<file path="src/rtl/iq_alloc.sv">
// iq_alloc: hands out the lowest-indexed free CIQ entries to dispatch slots and frees entries on issue grants
//   clk, rst_n (async, active-low)
//   alloc_req   : per-slot allocation request
//   flush       : empties the occupancy map
//   arbit_addr  : granted entry address per issue port
//   arbit_grant : per-port issue valid
//   free_addr   : allocated entry per slot (0 when not allocated)
//   free_valid  : per-slot allocation valid
//   alloc_stall : requests present but cannot all be satisfied
//   free_count  : number of unoccupied entries
module iq_alloc #(
  parameter int DECODE_NUM = 4,
  parameter int ISSUE_NUM  = 4,
  parameter int CIQ_DEPTH  = 16,
  parameter int ADDR_WIDTH = 4
) (
  input  logic                             clk,
  input  logic                             rst_n,
  input  logic [DECODE_NUM-1:0]            alloc_req,
  input  logic                             flush,
  input  logic [ISSUE_NUM*ADDR_WIDTH-1:0]  arbit_addr,
  input  logic [ISSUE_NUM-1:0]             arbit_grant,
  output logic [DECODE_NUM*ADDR_WIDTH-1:0] free_addr,
  output logic [DECODE_NUM-1:0]            free_valid,
  output logic                             alloc_stall,
  output logic [ADDR_WIDTH:0]              free_count
);
  localparam logic [ADDR_WIDTH:0] ONE = 1;
  logic [CIQ_DEPTH-1:0] occ, rel, alloc;
  logic [ADDR_WIDTH:0] need, cnt, k;
  logic ok;
  always_comb begin
    free_count = '0;
    need = '0;
    for (int e = 0; e < CIQ_DEPTH; e++) free_count = free_count + {{ADDR_WIDTH{1'b0}}, ~occ[e]};
    for (int i = 0; i < DECODE_NUM; i++) need = need + {{ADDR_WIDTH{1'b0}}, alloc_req[i]};
    ok = (need <= free_count) && !flush;
    alloc_stall = (need != '0) && !ok;
    free_valid = ok ? alloc_req : '0;
    free_addr = '0;
    alloc = '0;
    k = '0;
    cnt = '0;
    // slot i takes the k-th free entry, k = number of requesting slots below i
    for (int i = 0; i < DECODE_NUM; i++) begin
      if (free_valid[i]) begin
        cnt = '0;
        for (int e = 0; e < CIQ_DEPTH; e++) begin
          if (!occ[e]) begin
            if (cnt == k) begin
              free_addr[i*ADDR_WIDTH +: ADDR_WIDTH] = ADDR_WIDTH'(e);
              alloc[e] = 1'b1;
            end
            cnt = cnt + ONE;
          end
        end
        k = k + ONE;
      end
    end
    rel = '0;
    for (int j = 0; j < ISSUE_NUM; j++)
      if (arbit_grant[j]) rel[arbit_addr[j*ADDR_WIDTH +: ADDR_WIDTH]] = 1'b1;
  end
  always_ff @(posedge clk or negedge rst_n) begin
    if (!rst_n) occ <= '0;
    else if (flush) occ <= '0;
    else occ <= (occ & ~rel) | alloc;
  end
endmodule

</file>
<file path="config.mk">
export PLATFORM = sky130hd
export DESIGN_NAME = iq_alloc
export DESIGN_NICKNAME = d
export VERILOG_FILES = /design/src/rtl/iq_alloc.sv
export SDC_FILE = /design/constraint.sdc
export NUM_CORES = 1
export LEC_CHECK = 0
export ABC_AREA = 1
export CAP_MARGIN = 25
export CORE_UTILIZATION = 40
export CTS_CLUSTER_DIAMETER = 40
export CTS_CLUSTER_SIZE = 20
export DETAILED_ROUTE_END_ITERATION = 8
export SYNTH_ARGS = -nofsm -noshare
export SYNTH_HDL_FRONTEND = slang
export SYNTH_SLANG_ARGS = --single-unit
export TNS_END_PERCENT = 20
</file>
<file path="constraint.sdc">
create_clock -name clk -period 32.2 [get_ports clk]
set_input_delay 8.05 -clock clk [delete_from_list [all_inputs] [get_ports clk]]
set_output_delay 8.05 -clock clk [all_outputs]
set_load 0.02 [all_outputs]
</file>
==> reports/metrics.cfg, run 1 <==
[critical_path]
crit_type=in -> out
cp_common_cell=nand2_1
cpPeakStageDelay_ns=0.62
cp_max_fo=17
worstPathRequired_ns=24.15
endpoint_kind=output port
slowest_stage=ha_1
arrival_ns=14.94
setup.worst_path.start_class=input port

[routing]
firstDrtPassIters=9
detail-route-antenna-nets=0
via_per_inst=5.66
dr_total_vias=7334
drc_errors=7
drt-total-wl_mm=23.6
wl_per_cell_um=18.2
drt_iter0_markers=775

[cells_and_area]
syn_to_final_growth_pct=12.9
multi_input_area_um2=5040
mostFrequentLayoutCells=257 x nand2_1, 153 x inv_1, 117 x nor2_1
reg.largest.list=occ: 16 flops
drive_above_1_share_pct=9.75
largest_reg_flops=16
fin_nets=1192
layout_commonest_cell=nand2_1
antenna_cells=0
fill_cells=1676
seqCellArea_um2=400
regMostFlops=occ

[logic_synthesis]
synth_area_um2=6180
synth_fp_nets=1149
async_reset_ff_share_pct=100
yosysSeqAreaShare_pct=6.48
synth_area_leaders=nand2_1 16%, inv_1 9.3%, ha_1 8.9%
synth_edf_count=0
synthesis.instances=1067
yosysTopAreaCell=nand2_1
synth_top_area_share_pct=15.6
yosysWarnings=0
ys_types=54
postSynthAreaPerCell_um2=5.80
synth-seq-cells=16
synth-main-ff-cell=dfrtp_1

[global_route]
grt_max_degree=29
grt_use_total_pct=29.9
antenna_found_initial=0
grt_pass1_vias=6735
grt_pass1_wl_mm=37.0
grt-ovfl-total=0

[placement]
port_buffers=52
globalplace.congestion=1.06
hpwl_mm=19.5

[cts]
cts_tree=built
cts-buffers-inserted=3
clkTransAtPathRegs_ns=0.05
clock-sinks=16
ctsHoldBuffers=0
htreeDepth=1
insertion_delay_ns=0.26
ctsRootBufferMaster=clkbuf_16
cts.repair.resized=0
cts_setup_buffers=0
ctsLongestPathBuffers=2

[sta]
min_period_over_period_pct=71.4
period_needed_ns=22.99
fin_setup_tns_ns=0
rsz0062_at_grt=false
hold_ws_ns=0.856
worst_pin_slew_ns=0.862
finalMaxSlewViolations=0
hold_viol=0
relSlewSlack_pct=42.3
finalSetupViolCount=0
finClkSkew_ns=0.00802
max_freq_mhz=43.5

[floorplan]
start_util_pct=40.8
rows=45
fp.dieW_um=126
dieHeight_um=126
dieArea_um2=16000
core-area_um2=15100
ios=53

[min_path]
hold_class=reg -> reg

[run_status]
violations=DRC
outcome=complete, but fails checks

[run]
max_cap_violations=0

worst max-delay path: cells and delay by family:
kind / cells / cell delay, ns
buffers and inverters: 6 / 2.40
adders and majority gates: 5 / 1.92
and+or+nand+nor: 12 / 1.45
AOI/OAI and AO/OA: 3 / 1.09
cell families (layout without fill, tap and decap cells):
logic type	after synthesis	in the layout	synth area share, %
xor gates and xnor gates	42	42	5.95
DFF	16	16	6.48
and+or+nand+nor	598	598	46.5
adders and majority gates	55	55	12.5
AOI/OAI and AO/OA	160	160	16.6
buffers and inverters	196	237	12.0
routing by layer:
| layer | global-route usage [%] | wire length, um | vias up |
|---|---|---|---|
| met4 | 11.0 | 907 | 0 |
| met3 | 2.78 | 1520 | 68 |
| met1 | 41.0 | 10600 | 3357 |
| met5 | 0 | 0 | - |
| li1 | - | - | 3594 |
| met2 | 48.6 | 10600 | 315 |
synth_stat cells (9+ instances only):
library cell,n
or2_2,9
fa_1,11
nor3_1,27
inv_2,12
a21oi_1,42
nand4_1,22
o21ai_0,35
clkinv_1,9
a31oi_1,13
nand2_2,26
xor2_1,40
nand3_2,12
dfrtp_1,16
clkbuf_1,14
nand2_4,21
nand3_1,83
ha_1,44
nand2_1,257
nor2_1,117
inv_1,153
stage by stage:
step | setup slack, ns | util [%] | cell area (um2) | cells
after floorplan | 11.26 | - | 6180 | 1067
after global routing | 8.84 | 46.1 | 6980 | 1296
final | 9.21 | 46.1 | 6980 | 1296
after detailed placement | 9.38 | 45.6 | 6910 | 1293
after CTS | 9.36 | 46.1 | 6980 | 1296
after global placement | 9.61 | 45.6 | 6910 | 1293
cell type report:
| type | instances | area share (%) |
|---|---|---|
| Timing Repair Buffer | 58 | 8.10 |
| Tap cell | 188 | 3.37 |
| Multi-Input combinational cell | 855 | 72.2 |
| Clock buffer | 3 | 1.08 |
| Inverter | 176 | 9.54 |
| Sequential cell | 16 | 5.74 |
final timing paths:
| check | startpoint | endpoint | slack, ns | depth (start not counted) |
|---|---|---|---|---|
| max | alloc_req[0] | free_addr[12] | 9.21 | 26 |
| min | occ[1] | occ[1] | 0.86 | 3 |
| max reg2reg | occ[0] | occ[15] | 21.85 | 51 |
| min reg2reg | occ[1] | occ[1] | 0.86 | 3 |
| max in group asynchronous | rst_n | occ[4] | 23.37 | 1 |
| min in group asynchronous | rst_n | occ[14] | 8.28 | 1 |
Power of run 1 is left out: the tool's default activity adds up to more than one toggle a clock period on the data nets, which glitch-free logic cannot reach.
==> run 2: changes to the inputs <==
==> constraint.sdc (replaced) <==
create_clock -name clk -period 23.7 [get_ports clk]
set_input_delay 5.925 -clock clk [delete_from_list [all_inputs] [get_ports clk]]
set_output_delay 5.925 -clock clk [all_outputs]
set_load 0.02 [all_outputs]
==> reports/metrics.cfg, run 2 (synthesis gave the netlist of run 1 again) <==
[critical_path]
crit_end=free_addr[12]
r2r_cells=51
slowest_stage=ha_1
r2r-start=occ[0]
r2r_setup_slack_ns=13.37
setup.worst_path.start_class=input port
arrival_ns=12.69
crit_type=in -> out
worstPathRequired_ns=17.78
r2r-end=occ[15]
cp_common_cell=nand2_1
endpoint_kind=output port
startpoint=alloc_req[0]
cpPeakStageDelay_ns=0.61
cp_max_fo=17

[floorplan]
dieHeight_um=126
ios=53
fp.dieW_um=126
start_util_pct=40.8
dieArea_um2=16000
rows=45
core-area_um2=15100

[min_path]
hp-start=occ[1]
hold_class=reg -> reg

[sta]
fin_setup_tns_ns=0
finClkSkew_ns=0.00582
relSlewSlack_pct=41.3
finalSetupViolCount=0
finalMaxSlewViolations=0
hold_viol=0
max_freq_mhz=53.7
rsz0062_at_grt=false
min_period_over_period_pct=78.5
period_needed_ns=18.61
worst_pin_slew_ns=0.878

[cts]
ctsRootBufferMaster=clkbuf_16
ctsHoldBuffers=0
htreeDepth=1
cts_tree=built
cts-buffers-inserted=3
clock-sinks=16
ctsLongestPathBuffers=2
insertion_delay_ns=0.26
cts.repair.resized=0
cts_setup_buffers=0
clkTransAtPathRegs_ns=0.05

[cells_and_area]
regMostFlops=occ
largest_reg_flops=16
antenna_cells=0
reg.largest.list=occ: 16 flops
fin_nets=1192
drive_above_1_share_pct=9.75
syn_to_final_growth_pct=12.9
mostFrequentLayoutCells=257 x nand2_1, 153 x inv_1, 117 x nor2_1
layout_commonest_cell=nand2_1

[routing]
drc_errors=2
firstDrtPassIters=8
detail-route-antenna-nets=0
drt-total-wl_mm=23.6
wl_per_cell_um=18.2
via_per_inst=5.61
drt_iter0_markers=785
dr_total_vias=7267

[run]
max_cap_violations=0

[global_route]
grt_pass1_vias=6848
grt_pass1_wl_mm=37.2
grt_use_total_pct=30.0
grt_max_degree=29
antenna_found_initial=0
grt-ovfl-total=0

[placement]
globalplace.congestion=1.06
port_buffers=52
hpwl_mm=19.5

[run_status]
outcome=complete, but fails checks
violations=DRC

[run 2: per-stage QoR]
| step | hold slack, ns | instances | setup WS (ns) | instance area [um2] | utilization (%) |
|---|---|---|---|---|---|
| floorplan | 0.614 | 1067 | 7.01 | 6180 | - |
| global placement | 0.849 | 1293 | 5.36 | 6910 | 45.6 |
| detailed placement | 0.834 | 1293 | 5.20 | 6910 | 45.6 |
| CTS | 0.853 | 1296 | 5.20 | 6980 | 46.1 |
| global route | 0.899 | 1296 | 4.62 | 6980 | 46.1 |
| finish | 0.870 | 1296 | 5.09 | 6980 | 46.1 |
[run 2: cell type report]
cell class | instances | area, um2
multi-input combinational | 855 | 5040
clock buffer | 3 | 75.1
sequential | 16 | 400
timing repair buffer | 58 | 566
inverter | 176 | 666
tap | 188 | 235
fill | 1648 | 8170
[run 2: how the worst min path moves through the flow]
| stage | to | slack, ns | cells after the start |
|---|---|---|---|
| after global placement | occ[1] | 0.85 | 3 |
| after floorplan | occ[1] | 0.61 | 3 |
| final | occ[1] | 0.87 | 3 |
| after global routing | occ[4] | 0.90 | 3 |
| after CTS | occ[1] | 0.85 | 3 |
| after detailed placement | occ[1] | 0.83 | 3 |
[run 2: routing by layer]
metal | global-route usage (%) | share of wire (%) | up-vias
met5 | 0 | 0 | -
met4 | 12.2 | 3.7 | 0
met3 | 2.32 | 7.0 | 68
met2 | 48.7 | 45 | 328
met1 | 41.0 | 45 | 3263
li1 | - | - | 3608
[run 2: worst max-delay path: cells and delay by family]
kind	cells	cell delay, ns
compound gates	3	0.94
fa+ha+maj	5	1.91
buf+inv	6	2.38
simple gates	18	1.52
Power of run 2 is left out for the same reason.
==> run 3: changes to the inputs <==
==> constraint.sdc (replaced) <==
create_clock -name clk -period 15.85 [get_ports clk]
set_input_delay 3.9625 -clock clk [delete_from_list [all_inputs] [get_ports clk]]
set_output_delay 3.9625 -clock clk [all_outputs]
set_load 0.02 [all_outputs]
==> reports/metrics.cfg, run 3 (synthesis gave the netlist of run 1 again) <==
[run_status]
outcome=finished clean

[sta]
max_freq_mhz=67.2
period_needed_ns=14.88
min_period_over_period_pct=93.9
finalMaxSlewViolations=0
hold_viol=0
finalSetupViolCount=0
setup_ws_ns=0.969
fin_setup_tns_ns=0
worst_pin_slew_ns=0.908
finClkSkew_ns=0.00172
hold_ws_ns=0.809
relSlewSlack_pct=39.3
rsz0062_at_grt=false

[placement]
hpwl_mm=19.7
globalplace.congestion=0.994
dp.cells=1294
dp_slack_ns=1.21
port_buffers=52

[cells_and_area]
fill_cells=1686
drive_above_1_share_pct=9.83
fin_cells=1297
fin_nets=1193
multi_input_area_um2=5040
mostFrequentLayoutCells=257 x nand2_1, 153 x inv_1, 117 x nor2_1
syn_to_final_growth_pct=13.0
layout_commonest_cell=nand2_1
reg.largest.list=occ: 16 flops
antenna_cells=0
largest_reg_flops=16
seqCellArea_um2=400
regMostFlops=occ

[global_route]
grt_max_degree=20
grt_use_total_pct=29.6
grt_pass1_vias=6729
grt-ovfl-total=0
grt_pass1_wl_mm=36.7
antenna_found_initial=0

[routing]
firstDrtPassIters=6
drt-total-wl_mm=23.6
via_per_inst=5.57
drc_errors=0
dr_total_vias=7229
detail-route-antenna-nets=0
wl_per_cell_um=18.2
drt_iter0_markers=769

[critical_path]
cp_common_cell=nand2_1
arrival_ns=10.92
r2r-start=occ[0]
crit_type=reg -> out
cpPeakStageDelay_ns=0.65
r2r_setup_slack_ns=5.68
endpoint_kind=output port
slowest_stage=dfrtp_1
cp_max_fo=11
setup.worst_path.start_class=flop
r2r_cells=51
r2r-end=occ[15]
worstPathRequired_ns=11.89

[min_path]
hp-start=occ[1]
holdPathStages=3
hold_class=reg -> reg
min_to=occ[1]

[cts]
cts-buffers-inserted=3
cts.repair.resized=0
cts_setup_buffers=0
clock-sinks=16
cts_tree=built
ctsHoldBuffers=0
ctsLongestPathBuffers=2
clkTransAtPathRegs_ns=0.06
ctsRootBufferMaster=clkbuf_16
insertion_delay_ns=0.25
htreeDepth=1

[floorplan]
core-area_um2=15100
ios=53
dieArea_um2=16000
rows=45
start_util_pct=40.8
dieHeight_um=126
fp.dieW_um=126

[run]
max_cap_violations=0

-- run 3: cell count changes in the layout (fill, tap and decap cells not counted), sizes merged --
cell | previous run | this run
buf | 6 | 7
-- run 3: layer usage --
layer  routed length (um)  global-route usage, %  vias to the layer above
met4                  620                   8.01                        0
met3                 1620                   2.99                       44
met5                    0                      0                        -
li1                     -                      -                     3608
met1                10800                   40.9                     3273
met2                10600                   49.0                      304
-- run 3: cell type report --
| type | count | share of cell area, % |
|---|---|---|
| clock buffer | 3 | 1.07 |
| sequential | 16 | 5.73 |
| inverter | 176 | 9.53 |
| timing repair buffer | 59 | 8.20 |
| multi-input combinational | 855 | 72.1 |
| tap | 188 | 3.37 |
-- run 3: worst max-delay path by stage --
| stage | to | slack, ns | startpoint | cells after the start |
|---|---|---|---|---|
| 2_1_floorplan | free_addr[13] | 3.08 | alloc_req[0] | 25 |
| 3_3_place_gp | free_addr[12] | 1.20 | alloc_req[0] | 32 |
| 3_5_place_dp | free_addr[12] | 1.21 | alloc_req[0] | 33 |
| 4_1_cts | free_addr[11] | 1.08 | occ[0] | 51 |
| 5_1_grt | free_addr[11] | 0.20 | occ[0] | 51 |
| 6_report | free_addr[10] | 0.97 | occ[0] | 51 |
-- run 3: worst max-delay path, delay by kind of cell (launching register included) --
| family | cells | cell delay (ns) |
|---|---|---|
| buffers and inverters | 7 | 1.44 |
| adders and majority gates | 13 | 4.13 |
| DFF | 1 | 0.65 |
| AOI/OAI and AO/OA | 6 | 1.34 |
| xor gates and xnor gates | 1 | 0.13 |
| and+or+nand+nor | 24 | 2.97 |
-- run 3: per-stage QoR --
stage	area [um2]	utilization [%]
2_1_floorplan	6180	-
3_3_place_gp	6910	45.6
3_5_place_dp	6910	45.6
5_1_grt	6990	46.1
4_1_cts	6990	46.1
6_report	6990	46.1
Power of run 3 is left out for the same reason.
==> variant 1: new RTL, flow settings as in run 3 <==
`CIQ_DEPTH`: 16 -> 32.
--- a/src/rtl/iq_alloc.sv
+++ b/src/rtl/iq_alloc.sv
@@ -11,7 +11,7 @@
 module iq_alloc #(
   parameter int DECODE_NUM = 4,
   parameter int ISSUE_NUM  = 4,
-  parameter int CIQ_DEPTH  = 16,
+  parameter int CIQ_DEPTH  = 32,
   parameter int ADDR_WIDTH = 4
 ) (
   input  logic                             clk,
Function: changed (Yosys sat finds a counterexample within 4 cycles, from zero or initial values and one cycle with rst_n low).
==> variant 1 against run 3 <==
  * The flow now finishes with violations (negative setup slack)
  * Synthesized cell count is 99% higher
  * Final area is 130% higher
  * Routed wire length up 110%
  * Synthesized area grew 99%
  * Sequential cell count increased by 16
  * Worst setup slack lost 3.3 ns
  * Largest cell class unchanged
Power is left out: the tool's default activity adds up to more than one toggle a clock period on the data nets, which glitch-free logic cannot reach.
==> variant 1: results (changes against run 3) <==
* Synth Area in Compound Gates at 0.1351 (was 0.1659)
* Final WL at 49270 um (was 23560 um)
* Hold depth at 2 (was 3)
* Status: complete, but fails checks (was finished, final reports clean)
* Clock sinks at 32 (was 16)
* Failing checks: negative setup slack
* Sequential share of cell area at 0.04981 (was 0.05730)
* Total track usage at 0.3191 (was 0.2961)
* Via count at 15.14k (was 7229)
* Worst reg-to-reg setup slack at 1.71 ns (was 5.68 ns)
* Commonest cells post-synth: 466 x nand2_1, 334 x inv_1, 210 x nor2_1, 189 x nand3_1, 107 x xor2_1 (was 257 x nand2_1, 153 x inv_1, 117 x nor2_1, 83 x nand3_1, 44 x ha_1)
* Repair and plain buffers at 306 (was 59)
* Worst Hold Endpoint: occ[18] (was occ[1])
* CP Max Fanout at 5 (was 11)
* First-pass GRT wire length at 78470 um (was 36710 um)
* TritonCTS buffer count at 5 (was 3)
* Slew HR at 0.3662 (was 0.3927)
* Hold slack at 0.6597 ns (was 0.8090 ns)
* Final WS setup at -2.331 ns (was 0.9694 ns)
* Setup_tns at -36.34 ns (was 0 ns)
* Clock latency on the worst-skew pair at 0.30 ns (was 0.25 ns)
* R2r worst-path depth at 112 (was 51)
* Post-synthesis sequential area ratio at 0.06497 (was 0.06475)
* Crit-path max cell delay at 0.44 ns (was 0.65 ns)
* Fraction of layout cells with a size suffix above 1 at 0.2456 (was 0.09829)
* Final setup viols at 16 (was 0)
==> variant 1: changes by cell type after synthesis, sizes merged, moves of 19 or more <==
| cell | before | now |
|---|---|---|
| ha | 44 | 78 |
| o21ai | 41 | 60 |
| nor3 | 30 | 60 |
| nand2 | 306 | 603 |
| a21oi | 42 | 68 |
| inv | 167 | 360 |
| nor2 | 123 | 212 |
| xor2 | 40 | 107 |
| nand3 | 96 | 205 |
| clkbuf | 15 | 34 |
| nand4 | 22 | 45 |
==> variant 1: layer usage <==
layer  global-route usage  wire [um]  up-vias
li1                     -          -     7429
met3              0.04177       3514      120
met2               0.5116      21560      611
met5                    0          0        -
met1               0.4390      22620     6980
met4               0.1029       1573        0
==> variant 1: per-stage QoR <==
| step | instance area (um^2) | worst slack, ns |
|---|---|---|
| after global placement | 15700 | -2.385 |
| after detailed placement | 15700 | -2.532 |
| after floorplan | 13150 | -2.505 |
| after global routing | 16130 | -2.794 |
| after CTS | 16090 | -2.274 |
| final | 16130 | -2.331 |
==> variant 2: new RTL, settings of run 3 <==
Without the edit above. Register the output `free_count`, with the module's reset; this adds one clock of latency there. The other outputs are not delayed to match.
--- a/src/rtl/iq_alloc.sv
+++ b/src/rtl/iq_alloc.sv
@@ -26,15 +26,17 @@
   output logic [ADDR_WIDTH:0]              free_count
 );
   localparam logic [ADDR_WIDTH:0] ONE = 1;
+
+  logic [ADDR_WIDTH:0] free_count_d;
   logic [CIQ_DEPTH-1:0] occ, rel, alloc;
   logic [ADDR_WIDTH:0] need, cnt, k;
   logic ok;
   always_comb begin
-    free_count = '0;
+    free_count_d = '0;
     need = '0;
-    for (int e = 0; e < CIQ_DEPTH; e++) free_count = free_count + {{ADDR_WIDTH{1'b0}}, ~occ[e]};
+    for (int e = 0; e < CIQ_DEPTH; e++) free_count_d = free_count_d + {{ADDR_WIDTH{1'b0}}, ~occ[e]};
     for (int i = 0; i < DECODE_NUM; i++) need = need + {{ADDR_WIDTH{1'b0}}, alloc_req[i]};
-    ok = (need <= free_count) && !flush;
+    ok = (need <= free_count_d) && !flush;
     alloc_stall = (need != '0) && !ok;
     free_valid = ok ? alloc_req : '0;
     free_addr = '0;
@@ -66,5 +68,13 @@
     else if (flush) occ <= '0;
     else occ <= (occ & ~rel) | alloc;
   end
+  always_ff @(posedge clk or negedge rst_n) begin
+    if (!rst_n) begin
+      free_count <= '0;
+    end else begin
+      free_count <= free_count_d;
+    end
+  end
+
 endmodule
 
Check against the original RTL: not equivalent (a bounded check fails within 4 cycles, from zero or initial values and one cycle with rst_n low).
==> variant 2 against run 3 <==
  * Final area is 2.5% higher
  * Sequential cell count is 5 higher
  * Global-route usage is 0.86 points lower
  * Sequential share of layout area is 1.6 points higher
  * Worst setup slack better by 0.073 ns
  * Via count is 0.39% higher
  * Synthesized area is 2.3% higher
  * Routed wire length is 2.5% lower
  * Worst hold slack worse by 0.11 ns
  * Non-clock buffer count is 2 higher
Power is not shown: default switching activity piles up to over one toggle a cycle in this logic, so the estimate is an artifact.
==> variant 2: results (changes against run 3) <==
* Post-synthesis sequential area ratio at 0.08309 (was 0.06475)
* Via count at 7257 (was 7229)
* Total track usage at 0.2875 (was 0.2961)
* Yosys warning count at 0 (unchanged)
* Slew HR at 0.3745 (was 0.3927)
* Vias in the first global route at 6798 (was 6729)
* Dpl cells at 1304 (was 1294)
* First-pass GRT wire length at 36650 um (was 36710 um)
* Filler Cell Count at 1703 (was 1686)
* Largest cells by area after synthesis: nand2_1 15%, inv_1 9.0%, ha_1 8.7% (was nand2_1 16%, inv_1 9.3%, ha_1 8.9%)
* Root Buffer: clkbuf_16 (unchanged)
* R2r worst-path depth at 50 (was 51)
* CP arrival at 10.84 ns (was 10.92 ns)
* Critical Path End: free_addr[13] (was free_addr[10])
* Syn nets at 1139 (was 1149)
* Largest net degree at the start of global routing at 29 (was 20)
* Crit-path max cell delay at 0.67 ns (was 0.65 ns)
* Clock slew at reported path FFs at 0.08 ns (was 0.06 ns)
* Status: finished, final reports clean (unchanged)
* DRC marker count from the first detailed-route iteration at 785 (was 769)
* Final net count at 1181 (was 1193)
* # diodes at 0 (unchanged)
* Placed standard-cell area at 7073 um^2 (was 6913 um^2)
* Fmax at 0.06753 GHz (was 0.06720 GHz)
* Cell family with most CP delay: buffers and inverters (was adder cells)
* Mean Syn Cell Area at 5.984 um^2 (was 5.795 um^2)
* Worst reg-to-reg setup slack at 6.36 ns (was 5.68 ns)
* Hpwl dp at 18530 um (was 19710 um)
* Post-CTS Hold Fix Bufs at 0 (unchanged)
* HP Start: occ[0] (was occ[1])
* Clock latency on the worst-skew pair at 0.27 ns (was 0.25 ns)
* Worst clock skew at 0.008917 ns (was 0.001721 ns)
* WL/cell at 17.55 um (was 18.16 um)
* Worst setup SP type: input port (was flip-flop)
* Slowest-stage cell, CP: ha_1 (was dfrtp_1)
* CP Max Fanout at 28 (was 11)
* Largest regs: occ x16, free_count x5 (was occ x16)
* Fraction of layout cells with a size suffix above 1 at 0.1193 (was 0.09829)
* Final Non-Filler Cells at 1309 (was 1297)
* Pre-CTS WS at 0.6159 ns (was 1.214 ns)
* 1st-pass router iterations at 5 (was 6)
* Commonest cells post-synth: 248 x nand2_1, 152 x inv_1, 94 x nand3_1, 89 x nor2_1, 48 x xor2_1 (was 257 x nand2_1, 153 x inv_1, 117 x nor2_1, 83 x nand3_1, 44 x ha_1)
* CP startpoint: alloc_req[0] (was occ[0])
* RR Startpoint: occ[1] (was occ[0])
* Placer congestion estimate at 0.9648 (was 0.9936)
-- variant 2: cell count changes in the layout (fill, tap and decap cells not counted), sizes merged, moves of 5 or more --
cell / delta
dfrtp: +5
a31oi: +9
nor2: -24
o311ai: +7
nand4: -9
o211ai: -5
o31ai: +6
xor2: +8
nand3: +14
o21ai: -11
-- variant 2: kinds of logic (layout without fill, tap and decap cells) --
group	count (synthesis)	in the layout	synth area share
AND/OR/NAND/NOR	574	574	0.4435
buffers and inverters	200	241	0.1209
AO/OA/AOI/OAI	157	157	0.1614
adder cells (fa/ha/maj)	55	55	0.1219
XOR/XNOR	50	50	0.06924
flip-flops	21	21	0.08309
-- variant 2: routing by layer --
layer  track usage  vias up  part of all wire
li1              -     3574                 -
met1        0.4159     3310              0.47
met2        0.4559      321              0.43
met3       0.01461       52             0.069
met4       0.09204        0             0.028
met5             0        -                 0
-- variant 2: how the worst min path moves through the flow --
stage / endpoint / slack, ns / depth (start not counted)
after detailed placement: occ[1] / 0.70 / 3
final: occ[0] / 0.70 / 3
after global routing: occ[1] / 0.78 / 3
after global placement: occ[1] / 0.67 / 3
after floorplan: occ[1] / 0.63 / 3
after CTS: occ[1] / 0.71 / 3
-- variant 2: per-stage QoR --
stage	hold WS, ns	utilization
floorplan	0.6270	-
global placement	0.6738	0.4618
detailed placement	0.7025	0.4618
CTS	0.7145	0.4672
global route	0.7800	0.4677
finish	0.7023	0.4677
-- variant 2: area by class of cell --
| cell class | count | area, um^2 | share of cell area |
|---|---|---|---|
| Clock inverter | 1 | 7.507 | 0.001048 |
| Clock buffer | 3 | 75.07 | 0.01048 |
| Tap cell | 211 | 264.0 | 0.03686 |
| Sequential cell | 21 | 525.5 | 0.07336 |
| Inverter | 176 | 668.1 | 0.09328 |
| Multi-Input combinational cell | 836 | 5035 | 0.7029 |
| Timing Repair Buffer | 61 | 588.1 | 0.08210 |
-- variant 2: worst min-delay path, stage by stage (launching register included) --
cell	delay, ns
dfrtp_1	0.34
inv_1	0.10
nand2_1	0.08
a41oi_1	0.12
